File: src/rtl/wb_fifo_slave_if.sv
// Wishbone-style slave bus for the FIFO block: strobe/address/direction/data
// from the master, one-cycle acknowledge and read data back.
interface wb_fifo_slave_if;
    logic       wb_stbi;
    logic [7:0] wb_adri;
    logic       wb_rwi;
    logic [7:0] wb_dati;
    logic       wb_acko;
    logic [7:0] wb_dato;

    modport master (
        output wb_stbi, wb_adri, wb_rwi, wb_dati,
        input  wb_acko, wb_dato
    );

    modport slave (
        input  wb_stbi, wb_adri, wb_rwi, wb_dati,
        output wb_acko, wb_dato
    );
endinterface

File: src/rtl/wb_fifo_slave.sv
// Bus-mapped TX/RX byte FIFO pair with programmable wait states, sticky
// overflow/underflow flags, flush and a registered interrupt.
module wb_fifo_slave #(
    parameter logic [7:0] BASE        = 8'h10,
    parameter int         WAIT_STATES = 1,
    parameter int         DEPTH       = 8
) (
    input  logic              clk,
    input  logic              rst,
    wb_fifo_slave_if.slave    bus,
    output logic [7:0]        tx_data,
    output logic              tx_valid,
    input  logic              tx_ready,
    input  logic [7:0]        rx_data,
    input  logic              rx_valid,
    output logic              irq
);

    typedef enum logic [1:0] {S_IDLE, S_WAIT, S_ACK, S_HOLD} state_t;

    localparam logic [3:0] WS_LAST = (WAIT_STATES > 0) ? 4'(WAIT_STATES - 1) : 4'd0;
    localparam logic [3:0] FULL_COUNT = 4'(DEPTH);

    state_t     state_reg, state_next;
    logic [3:0] wait_cnt_reg, wait_cnt_next;
    logic       enter_ack;
    logic       hit;

    logic [1:0] ctrl_reg;
    logic       tx_ovf_reg, rx_udf_reg, rx_ovf_reg;
    logic       rd_empty_reg;
    logic [7:0] dato_reg;
    logic       irq_reg;

    // index 0 = TX FIFO (bus pushes, consumer pops), 1 = RX FIFO (producer pushes, bus pops)
    logic [1:0]       push_req, pop_req, push_ok, pop_ok, full, empty;
    logic [1:0][7:0]  push_data, head;
    logic [1:0][3:0]  count;

    logic [1:0] reg_sel;
    logic       ack_cycle, bus_wr, bus_rd;
    logic       flush, status_wr, ctrl_wr, data_rd;
    logic [7:0] status_val, rd_mux;

    assign hit       = bus.wb_stbi && (bus.wb_adri[7:2] == BASE[7:2]);
    assign reg_sel   = bus.wb_adri[1:0];
    assign ack_cycle = (state_reg == S_ACK);
    assign bus_wr    = ack_cycle && bus.wb_rwi;
    assign bus_rd    = ack_cycle && !bus.wb_rwi;
    assign flush     = bus_wr && (reg_sel == 2'd2) && bus.wb_dati[7];
    assign ctrl_wr   = bus_wr && (reg_sel == 2'd2);
    assign status_wr = bus_wr && (reg_sel == 2'd1);
    assign data_rd   = bus_rd && (reg_sel == 2'd0);

    always_ff @(posedge clk) begin
        if (rst) begin
            state_reg    <= S_IDLE;
            wait_cnt_reg <= 4'd0;
        end else begin
            state_reg    <= state_next;
            wait_cnt_reg <= wait_cnt_next;
        end
    end

    always_comb begin
        state_next    = state_reg;
        wait_cnt_next = wait_cnt_reg;
        enter_ack     = 1'b0;
        case (state_reg)
            S_IDLE: begin
                if (hit) begin
                    if (WAIT_STATES == 0) begin
                        state_next = S_ACK;
                        enter_ack  = 1'b1;
                    end else begin
                        state_next    = S_WAIT;
                        wait_cnt_next = 4'd0;
                    end
                end
            end
            S_WAIT: begin
                if (!bus.wb_stbi) begin
                    state_next = S_IDLE;
                end else if (wait_cnt_reg == WS_LAST) begin
                    state_next = S_ACK;
                    enter_ack  = 1'b1;
                end else begin
                    wait_cnt_next = wait_cnt_reg + 4'd1;
                end
            end
            S_ACK:  state_next = S_HOLD;
            S_HOLD: if (!bus.wb_stbi) state_next = S_IDLE;
            default: state_next = S_IDLE;
        endcase
    end

    assign push_req[0]  = bus_wr && (reg_sel == 2'd0);
    assign push_data[0] = bus.wb_dati;
    assign pop_req[0]   = tx_ready;
    assign push_req[1]  = rx_valid;
    assign push_data[1] = rx_data;
    // the bus pop follows what was returned on entry to ACK, not the live count
    assign pop_req[1]   = data_rd && !rd_empty_reg;

    generate
        for (genvar gi = 0; gi < 2; gi++) begin : g_fifo
            logic [7:0] mem [DEPTH];
            logic [2:0] wr_ptr_reg, rd_ptr_reg;
            logic [3:0] count_reg;

            assign full[gi]    = (count_reg == FULL_COUNT);
            assign empty[gi]   = (count_reg == 4'd0);
            assign push_ok[gi] = push_req[gi] && !full[gi];
            assign pop_ok[gi]  = pop_req[gi] && !empty[gi];
            assign head[gi]    = mem[rd_ptr_reg];
            assign count[gi]   = count_reg;

            always_ff @(posedge clk) begin
                if (push_ok[gi] && !flush)
                    mem[wr_ptr_reg] <= push_data[gi];
            end

            always_ff @(posedge clk) begin
                if (rst || flush) begin
                    wr_ptr_reg <= 3'd0;
                    rd_ptr_reg <= 3'd0;
                    count_reg  <= 4'd0;
                end else begin
                    if (push_ok[gi]) wr_ptr_reg <= wr_ptr_reg + 3'd1;
                    if (pop_ok[gi])  rd_ptr_reg <= rd_ptr_reg + 3'd1;
                    count_reg <= count_reg + {3'd0, push_ok[gi]} - {3'd0, pop_ok[gi]};
                end
            end
        end
    endgenerate

    assign status_val = {1'b0, rx_ovf_reg, rx_udf_reg, tx_ovf_reg,
                         empty[1], full[1], empty[0], full[0]};

    always_comb begin
        rd_mux = 8'h00;
        case (reg_sel)
            2'd0: rd_mux = empty[1] ? 8'h00 : head[1];
            2'd1: rd_mux = status_val;
            2'd2: rd_mux = {6'd0, ctrl_reg};
            2'd3: rd_mux = {count[1], count[0]};
            default: rd_mux = 8'h00;
        endcase
    end

    // a flag being set on the same edge as its clear wins, so no event is lost
    always_ff @(posedge clk) begin
        if (rst) begin
            ctrl_reg     <= 2'd0;
            tx_ovf_reg   <= 1'b0;
            rx_udf_reg   <= 1'b0;
            rx_ovf_reg   <= 1'b0;
            rd_empty_reg <= 1'b0;
            dato_reg     <= 8'h00;
            irq_reg      <= 1'b0;
        end else begin
            if (enter_ack) begin
                dato_reg     <= rd_mux;
                rd_empty_reg <= empty[1];
            end
            if (ctrl_wr) ctrl_reg <= bus.wb_dati[1:0];

            if (push_req[0] && full[0])                 tx_ovf_reg <= 1'b1;
            else if (status_wr && bus.wb_dati[4])       tx_ovf_reg <= 1'b0;
            if (data_rd && rd_empty_reg)                rx_udf_reg <= 1'b1;
            else if (status_wr && bus.wb_dati[5])       rx_udf_reg <= 1'b0;
            if (push_req[1] && full[1])                 rx_ovf_reg <= 1'b1;
            else if (status_wr && bus.wb_dati[6])       rx_ovf_reg <= 1'b0;

            irq_reg <= (ctrl_reg[0] && !empty[1]) || (ctrl_reg[1] && empty[0]);
        end
    end

    assign bus.wb_acko = ack_cycle;
    assign bus.wb_dato = dato_reg;
    assign tx_valid    = !empty[0];
    assign tx_data     = empty[0] ? 8'h00 : head[0];
    assign irq         = irq_reg;

endmodule

File: src/flat_wrapper.sv
// flat-port wrapper written by rule: the top's interface ports become plain ports
module wb_fifo_slave_flat 
#(
    parameter logic [7:0] BASE        = 8'h10,
    parameter int         WAIT_STATES = 1,
    parameter int         DEPTH       = 8
)
  (clk, rst, tx_data, tx_valid, tx_ready, rx_data, rx_valid, irq, bus_wb_stbi, bus_wb_adri, bus_wb_rwi, bus_wb_dati, bus_wb_acko, bus_wb_dato);
  wb_fifo_slave_if bus_i ();
  input  logic clk;
  input  logic rst;
  output logic [7:0] tx_data;
  output logic tx_valid;
  input  logic tx_ready;
  input  logic [7:0] rx_data;
  input  logic rx_valid;
  output logic irq;
  input wire logic [$bits(bus_i.wb_stbi)-1:0] bus_wb_stbi;
  input wire logic [$bits(bus_i.wb_adri)-1:0] bus_wb_adri;
  input wire logic [$bits(bus_i.wb_rwi)-1:0] bus_wb_rwi;
  input wire logic [$bits(bus_i.wb_dati)-1:0] bus_wb_dati;
  output wire logic [$bits(bus_i.wb_acko)-1:0] bus_wb_acko;
  output wire logic [$bits(bus_i.wb_dato)-1:0] bus_wb_dato;
  assign bus_i.wb_stbi = bus_wb_stbi;
  assign bus_i.wb_adri = bus_wb_adri;
  assign bus_i.wb_rwi = bus_wb_rwi;
  assign bus_i.wb_dati = bus_wb_dati;
  assign bus_wb_acko = bus_i.wb_acko;
  assign bus_wb_dato = bus_i.wb_dato;
  wb_fifo_slave #(.BASE(BASE), .WAIT_STATES(WAIT_STATES), .DEPTH(DEPTH)) u_core (.clk(clk), .rst(rst), .bus(bus_i), .tx_data(tx_data), .tx_valid(tx_valid), .tx_ready(tx_ready), .rx_data(rx_data), .rx_valid(rx_valid), .irq(irq));
endmodule
File: config.mk
export PLATFORM = sky130hd
export DESIGN_NAME = wb_fifo_slave_flat
export DESIGN_NICKNAME = d
export VERILOG_FILES = /design/src/rtl/wb_fifo_slave_if.sv /design/src/rtl/wb_fifo_slave.sv /design/src/flat_wrapper.sv
export SDC_FILE = /design/constraint.sdc
export NUM_CORES = 1
export LEC_CHECK = 0
export BUFFER_PORTS_ARGS = -buffer_cell sky130_fd_sc_hd__buf_2
export CAP_MARGIN = 20
export CORE_MARGIN = 1.5
export CORE_UTILIZATION = 40
export CTS_BUF_LIST = sky130_fd_sc_hd__clkbuf_16
export DETAILED_ROUTE_END_ITERATION = 16
export GPL_TIMING_DRIVEN = 0
export PLACE_DENSITY = 0.61
export SETUP_SLACK_MARGIN = 0.2
export SLEW_MARGIN = 20
export SYNTH_ARGS = -nofsm -noshare
export SYNTH_HDL_FRONTEND = slang
export SYNTH_SLANG_ARGS = --single-unit
File: constraint.sdc
create_clock -name clk -period 3.8 [get_ports clk]
set_input_delay 0.38 -clock clk [delete_from_list [all_inputs] [get_ports clk]]
set_output_delay 0.38 -clock clk [all_outputs]
set_load 0.05 [all_outputs]
==> impl_metrics.ini, run 1 <==
[synth]
yosysWarnings = 0
syn_area_sq_mm = 0.00731
synth-edff-count = 128
syn-num-nets = 546
async_reset_ff_share_pct = 0
synth_seq_area_share_pct = 65.4
ys_seq_elements = 175
syn_avg_cell_area_sq_um = 14.7
syn_inst = 497
ys.flop_type = edfxtp_1
synth_cell_types = 47

[floorplanning]
fp.dieH_um = 138
rows = 49
start_util_pct = 40.7
floorplan.io_pins = 49
coreArea_sq_mm = 0.0180
die_w_um = 138
fp.dieArea_sq_mm = 0.0191

[power_and_ir_drop]
p_comb_share_pct = 21.6
swShare_pct = 30.6
power_frac_seq_pct = 42.9
vdd_drop_max_mv = 0.584
internal_power_uw = 3570
switchingPower_uw = 1570
clock_power_share_pct = 35.5
power_density_mw_per_mm2 = 604
p_leak_uw = 0.00290

[global_route]
first_global_vias = 4348
track_usage_pct = 16.2
grt_overflow = 0
grt_pass1_wl_mm = 23.5
grt_antenna_before_repair = 0
grt_max_degree = 20

[clocking]
cts_buffers = 17
clockRootBuffer = clkbuf_16
ctsHoldBuffers = 0
clock_sinks = 175
cts_max_path_buffers = 2
h-tree-depth = 4
post_cts_resized = 0
clkTransAtPathRegs_ps = 70
clock_latency_ps = 440
cts_tree = built
postCtsSetupRepairBufs = 0

[final_layout]
nets = 614
drive_gt1_share_pct = 23.0
multiInputGateArea_sq_mm = 0.00239
diodes = 0
final_cells = 807
mostFrequentLayoutCells = 128 x edfxtp_1, 54 x buf_2, 47 x dfxtp_1, 46 x nor2_1, 32 x mux2i_1
seq_area_sq_mm = 0.00478
area_growth_pct = 16.4
largest_reg_flops = 128
mostFrequentLayoutCell = edfxtp_1
n_fill_cell = 1548

[timing]
slew_violations = 0
maxSlewHeadroom_pct = 37.1
tightest_slew_ps = 940
rsz0062_at_grt = false
finalSetupTns_ps = 0
setup_viol = 0
skew_ps = 11.5
period_needed_ps = 3200
max_freq_mhz = 312
hold_viol_final = 0
fin_crit_sh_pct = 84.2

[critical_path]
cp_slowest_cell = nor3b_2
crit_path_end_kind = register
r2r_start = u_core.g_fifo[0].count_reg[2]
crit_type = reg2reg
critPathMaxStageDelay_ps = 730
crit_fanout = 10
crit_required_ps = 4120
crit_family = adder cells
cp_cell_sequence = inv_1, ha_1, nor3b_2, inv_1, and2_1, clkbuf_1, ha_1, inv_1, ha_1, fa_1, xnor2_1, nor2_1
r2r_cells = 12
critical_path_buf_inv_count = 4
r2r_setup_slack_ps = 600
cp.arrival_ps = 3520
crit_path_start_kind = register
r2r-end = u_core.g_fifo[0].count_reg[2]

[detailed_routing]
wl_mm = 14.9
num_vias = 4238
firstDrtPassIters = 6
wl_per_cell_um = 18.4
drc = 0
via_per_inst = 5.25
detail-route-antenna-nets = 0
drt_iter0_markers = 243

[place]
gp_congestion = 0.787
place_inst = 775
portBuffers = 48
dp_hpwl_mm = 10.5

[worst_hold_path]
worstHoldPathCells = 1
min_to = u_core.g_fifo[1].mem[0][1]
hp-start = rx_data[1]
hold_class = in2reg

[run_status]
outcome = complete, no violations

[job]
drv_cap = 0
-- through the flow --
stage | total power [uW] | setup slack [ps] | area (sq um) | utilization, % | hold WS, ps
after floorplan | 3080 | 940 | 7310 | - | 453
after global placement | 3340 | 558 | 7840 | 43.6 | 468
after detailed placement | 3370 | 585 | 7880 | 43.9 | 477
after CTS | 5190 | 559 | 8510 | 47.4 | 197
after global routing | 5370 | 320 | 8510 | 47.4 | 210
final | 5140 | 600 | 8510 | 47.4 | 209
-- cells in the mapped netlist (15+ instances only) --
library cell  count  share of area (%)
edfxtp_1        128                 53
dfxtp_1          47                 13
nor2_1           46                2.4
mux2i_1          32                4.4
mux4_2           26                8.0
inv_1            24                1.2
a21oi_1          17                1.2
ha_1             17                2.9
nand2_1          15               0.77
o21ai_0          15                1.0
-- kinds of logic after synthesis --
kind of cell	share of synthesized area (%)
adders and majority gates	3.46
muxes	12.8
buffers and inverters	2.40
AOI/OAI and AO/OA	4.94
and+or+nand+nor	9.50
xor gates and xnor gates	1.44
DFF	65.4
-- cell type report --
| cell class | instances | share of cell area [%] |
|---|---|---|
| Buffer | 20 | 0.999 |
| Multi-Input combinational cell | 278 | 28.1 |
| Clock inverter | 15 | 2.43 |
| Sequential cell | 175 | 56.2 |
| Tap cell | 229 | 3.37 |
| Timing Repair Buffer | 49 | 2.88 |
| Clock buffer | 17 | 5.00 |
| Inverter | 24 | 1.06 |
-- power by group through the flow --
| stage | Sequential (uW) | Clock (uW) | Combinational (uW) |
|---|---|---|---|
| 2_1_floorplan | 2230 | 0 | 847 |
| 3_3_place_gp | 2240 | 0 | 1090 |
| 3_5_place_dp | 2250 | 0 | 1120 |
| 4_1_cts | 2200 | 1860 | 1130 |
| 5_1_grt | 2210 | 1940 | 1220 |
| 6_report | 2200 | 1830 | 1110 |
-- worst register-to-register path: stages, from the launching register on --
cell and delay [ps]:
dfxtp_1 320, inv_1 100, ha_1 160, nor3b_2 730, inv_1 240, and2_1 230, clkbuf_1 140, ha_1 290
inv_1 40, ha_1 210, fa_1 410, xnor2_1 160, nor2_1 60
-- how the worst max path moves through the flow --
stage | slack, ps | cells past startpoint | end | start
2_1_floorplan | 940 | 12 | u_core.g_fifo[0].count_reg[2] | u_core.g_fifo[0].count_reg[2]
3_3_place_gp | 560 | 5 | u_core.g_fifo[0].mem[0][6] | bus_wb_adri[1]
3_5_place_dp | 590 | 12 | u_core.g_fifo[0].count_reg[2] | u_core.g_fifo[0].count_reg[2]
4_1_cts | 560 | 12 | u_core.g_fifo[0].count_reg[2] | u_core.g_fifo[0].count_reg[2]
5_1_grt | 320 | 12 | u_core.g_fifo[0].count_reg[2] | u_core.g_fifo[0].count_reg[2]
6_report | 600 | 12 | u_core.g_fifo[0].count_reg[2] | u_core.g_fifo[0].count_reg[2]
-- per-layer routing --
metal	routed length (um)	vias to the layer above	GRT usage (%)
li1	-	2020	-
met1	6710	2096	21.8
met2	7230	106	25.7
met3	771	16	4.30
met4	137	0	5.37
met5	0	-	0
No activity file was read; power rests on OpenSTA's default activity.
==> inputs of run 2 (changes only) <==
clock period = 3.3 ns   (was 3.8 ns; I/O delays follow)
==> run 2 against run 1 <==
Clock power increased by 15%; clock skew about the same; utilization increased by 0.12 points; register-to-register slack got worse by 70 ps; sequential share of layout area decreased by 0.14 points; total power increased by 16%; first-iteration DRC count decreased by 1.2%; clock-buffer cell count unchanged; via count about the same; setup slack got worse by 290 ps; non-clock buffer count increased by 2; combinational power increased by 19%; largest cell class unchanged.
==> impl_metrics.ini, run 2 (synthesis results as in run 1) <==
[worst_hold_path]
worstHoldPathCells = 1
hold_class = in2reg
hp-start = rx_data[1]
min_to = u_core.g_fifo[1].mem[4][1]

[detailed_routing]
num_vias = 4240
drc = 0
drt_iter0_markers = 240
via_per_inst = 5.24
firstDrtPassIters = 5
detail-route-antenna-nets = 0
wl_mm = 14.8
wl_per_cell_um = 18.3

[place]
gp_congestion = 0.787
dp_slack_ps = 85.1
portBuffers = 48
dp_hpwl_mm = 10.5
dpl_cell_area_sq_mm = 0.00788

[timing]
finalSetupTns_ps = 0
maxSlewHeadroom_pct = 37.6
whs_ps = 163
rsz0062_at_grt = false
skew_ps = 11.4
hold_viol_final = 0
fin_ws_ps = 312
fin_crit_sh_pct = 90.6
max_freq_mhz = 335
period_needed_ps = 2990
setup_viol = 0
slew_violations = 0
tightest_slew_ps = 933

[critical_path]
r2r_setup_slack_ps = 530
critPathMaxStageDelay_ps = 590
crit_type = reg2out
crit_path_start_kind = register
crit_required_ps = 2970
r2r-end = u_core.g_fifo[0].count_reg[3]
r2r_cells = 12
crit_path_end_kind = output port
cp_slowest_cell = clkbuf_1
cp_cell_sequence = buf_1, clkbuf_1, mux4_2, mux2i_1, nor2_1, buf_2
cp.arrival_ps = 2660
r2r_start = u_core.g_fifo[0].count_reg[2]
crit_fanout = 10

[global_route]
first_global_vias = 4360
track_usage_pct = 16.2
grt_antenna_before_repair = 0
grt_overflow = 0
grt_pass1_wl_mm = 23.5
grt_max_degree = 20

[final_layout]
mostFrequentLayoutCells = 128 x edfxtp_1, 54 x buf_2, 47 x dfxtp_1, 46 x nor2_1, 32 x mux2i_1
nets = 616
diodes = 0
mostFrequentLayoutCell = edfxtp_1
area_growth_pct = 16.7
largest_reg_flops = 128
design_area_sq_mm = 0.00853
drive_gt1_share_pct = 23.3

[power_and_ir_drop]
vdd_drop_max_mv = 0.674
p_leak_uw = 0.00291
power_density_mw_per_mm2 = 699

[floorplanning]
fp.dieArea_sq_mm = 0.0191
fp.dieH_um = 138
rows = 49
floorplan.io_pins = 49
coreArea_sq_mm = 0.0180
die_w_um = 138
start_util_pct = 40.7

[clocking]
clock_sinks = 175
clkTransAtPathRegs_ps = 70
cts_max_path_buffers = 2
clock_latency_ps = 440
cts_buffers = 17
h-tree-depth = 4
clockRootBuffer = clkbuf_16
ctsHoldBuffers = 0
cts_tree = built

[job]
drv_cap = 0

[run_status]
outcome = complete, no violations
## run 2: cell type report
cell class,count,area (sq um)
inverters,24,90.1
multi-input cells,278,2400
well taps,229,287
clock inverters,15,206
fillers,1546,9430
plain buffers,20,85.1
flip-flops and latches,175,4780
clock buffers,17,425
repair buffers,51,260
## run 2: timing repair
action                                 4_1_cts  5_1_grt
setup endpoints to repair                    3        4
endpoints found under the hold margin        0        0
gates resized for setup                      1        0
buffers inserted                             0        2
## run 2: layer usage
metal | wire length (um) | global-route usage, % | vias to the layer above
met4 | 180 | 5.43 | 0
li1 | - | - | 2023
met1 | 6700 | 21.8 | 2111
met3 | 740 | 4.30 | 16
met5 | 0 | 0 | -
met2 | 7220 | 25.7 | 90
## run 2: worst max-delay path, delay by kind of cell (launching register included)
family,cells,cell delay (ps)
mux,2,620
flops,1,330
buf+inv,3,1210
simple gates,1,60
## run 2: worst max path at each step
stage                                             start                             to  slack [ps]  cells after the start
after global placement                   bus_wb_adri[1]     u_core.g_fifo[0].mem[0][6]         110                      5
final                                          register                     tx_data[1]         310                      6
after CTS                                      register                     tx_data[1]         260                      6
after global routing                           register                     tx_data[1]         210                      6
after detailed placement  u_core.g_fifo[0].count_reg[2]  u_core.g_fifo[0].count_reg[2]          90                     12
after floorplan           u_core.g_fifo[0].count_reg[2]  u_core.g_fifo[0].count_reg[2]         440                     12
## run 2: metrics by stage
step           instances  utilization, %  total power (uW)
2_1_floorplan        497               -              3550
3_3_place_gp         774            43.6              3840
3_5_place_dp         775            43.9              3880
4_1_cts              807            47.4              5990
5_1_grt              809            47.5              6230
6_report             809            47.5              5960
## run 2: power by group
part / switching, uW / leakage (uW) / internal, uW
clock network: 934 / 0.000312 / 1170
registers: 75.1 / 0.00154 / 2470
logic: 810 / 0.00107 / 505
total: 1820 / 0.00291 / 4140
==> inputs of run 3 (changes only) <==
CORE_UTILIZATION = 35   (was 40)
PLACE_DENSITY = 0.55   (was 0.61)
==> run 3 against run 2 <==
Register-to-register slack better by 20 ps; critical endpoint is now tx_data[0]; clock power fell by 9%; critical path depth did not move; setup slack better by 120 ps; via count fell by 1.3%.
==> impl_metrics.ini, run 3 (synthesis results as in run 1) <==
[run_status]
outcome = complete, no violations

[timing]
maxSlewHeadroom_pct = 39.0
rsz0062_at_grt = false
setup_viol = 0
fin_crit_sh_pct = 87.0
tightest_slew_ps = 911
finalSetupTns_ps = 0
hold_viol_final = 0
skew_ps = 12.7
max_freq_mhz = 348
period_needed_ps = 2870
slew_violations = 0

[final_layout]
diodes = 0
finish.utilization_pct = 41.9
nets = 617
area_growth_pct = 16.6
largest_reg_flops = 128
mostFrequentLayoutCell = edfxtp_1
drive_gt1_share_pct = 23.4
mostFrequentLayoutCells = 128 x edfxtp_1, 54 x buf_2, 47 x dfxtp_1, 46 x nor2_1, 32 x mux2i_1

[clocking]
clockRootBuffer = clkbuf_16
clkTransAtPathRegs_ps = 70
clock_latency_ps = 440
cts_max_path_buffers = 2
clock_sinks = 175
cts_buffers = 17
ctsHoldBuffers = 0
cts_tree = built
h-tree-depth = 4

[power_and_ir_drop]
power_density_mw_per_mm2 = 677
vdd_drop_max_mv = 0.378
p_leak_uw = 0.00289

[global_route]
track_usage_pct = 14.5
first_global_vias = 4375
grt_max_degree = 19
grt_overflow = 0
grt_antenna_before_repair = 0
grt_pass1_wl_mm = 23.5

[detailed_routing]
wl_mm = 14.7
drc = 0
wl_met1_mm = 6.70
num_vias = 4184
firstDrtPassIters = 4
wl_per_cell_um = 17.3
dr_wl_met3_um = 553
met2_length_mm = 7.26
via_per_inst = 4.92
routed.top_layer = met4
drt_iter0_markers = 219
detail-route-antenna-nets = 0

[critical_path]
crit_required_ps = 2970
crit_family = buffers and inverters
cp_slowest_cell = clkbuf_1
cp.arrival_ps = 2540
crit_type = reg2out
critPathMaxStageDelay_ps = 530
cp_cell_sequence = buf_1, clkbuf_1, mux4_2, mux2i_1, nor2_1, buf_2
critical_path_buf_inv_count = 3
crit_path_end_kind = output port
crit_fanout = 10
crit_path_start_kind = register

[floorplanning]
floorplan.io_pins = 49
coreArea_sq_mm = 0.0204
fp.dieArea_sq_mm = 0.0218
start_util_pct = 35.9
fp.dieH_um = 148
rows = 52
die_w_um = 148

[worst_hold_path]
hold_class = in2reg

[place]
gp_congestion = 0.766
portBuffers = 48
dp_hpwl_mm = 10.6

[job]
drv_cap = 0
run 3: final timing paths:
kind	from	endpoint	slack (ps)	cells after the start
worst max-delay path	register	tx_data[0]	430	6
worst min-delay path	rx_data[0]	u_core.g_fifo[1].mem[1][0]	160	1
worst max register to register	u_core.g_fifo[0].count_reg[2]	u_core.g_fifo[0].count_reg[3]	550	12
worst min register to register	u_core.tx_ovf_reg	u_core.tx_ovf_reg	490	2
run 3: area by class of cell:
class / count / area (sq um)
Multi-Input combinational cell: 278 / 2400
Clock buffer: 17 / 425
Inverter: 24 / 90.1
Sequential cell: 175 / 4780
Tap cell: 270 / 338
Timing Repair Buffer: 52 / 268
Clock inverter: 15 / 143
Buffer: 20 / 85.1
Fill cell: 1912 / 11800
run 3: per-layer routing:
metal | track usage [%] | vias to the layer above
li1 | - | 2013
met4 | 5.60 | 0
met5 | 0 | -
met2 | 23.8 | 72
met3 | 2.84 | 19
met1 | 18.9 | 2080
run 3: worst register-to-register path: stages, from the launching register on:
cell and delay [ps]:
dfxtp_1 310, inv_1 100, ha_1 140, or3b_2 500, and3_1 260, inv_1 230
ha_1 200, inv_1 70, ha_1 290, a21o_1 170, a21oi_1 170, xnor2_1 140
nor2_1 60
run 3: timing repair:
| item | CTS | global route |
|---|---|---|
| setup endpoints to repair | 3 | 2 |
| setup buffers | 0 | 2 |
| hold endpoints to repair | 0 | 0 |
| gates resized for setup | 1 | 0 |
run 3: power breakdown:
| group | leakage (uW) | internal, uW | switching [uW] |
|---|---|---|---|
| clock network | 0.000281 | 1000 | 919 |
| logic | 0.00107 | 508 | 800 |
| registers | 0.00154 | 2470 | 76.6 |
run 3: stage by stage:
| stage | hold slack, ps | total power (uW) | worst slack, ps | cell area, sq um | cells |
|---|---|---|---|---|---|
| 2_1_floorplan | 429 | 3550 | 440 | 7310 | 497 |
| 3_5_place_dp | 471 | 3890 | 68.1 | 7940 | 817 |
| 6_report | 162 | 5770 | 428 | 8530 | 851 |
| 4_1_cts | 151 | 5810 | 312 | 8510 | 849 |
| 5_1_grt | 159 | 6030 | 224 | 8530 | 851 |
| 3_3_place_gp | 473 | 3840 | 60.8 | 7890 | 815 |
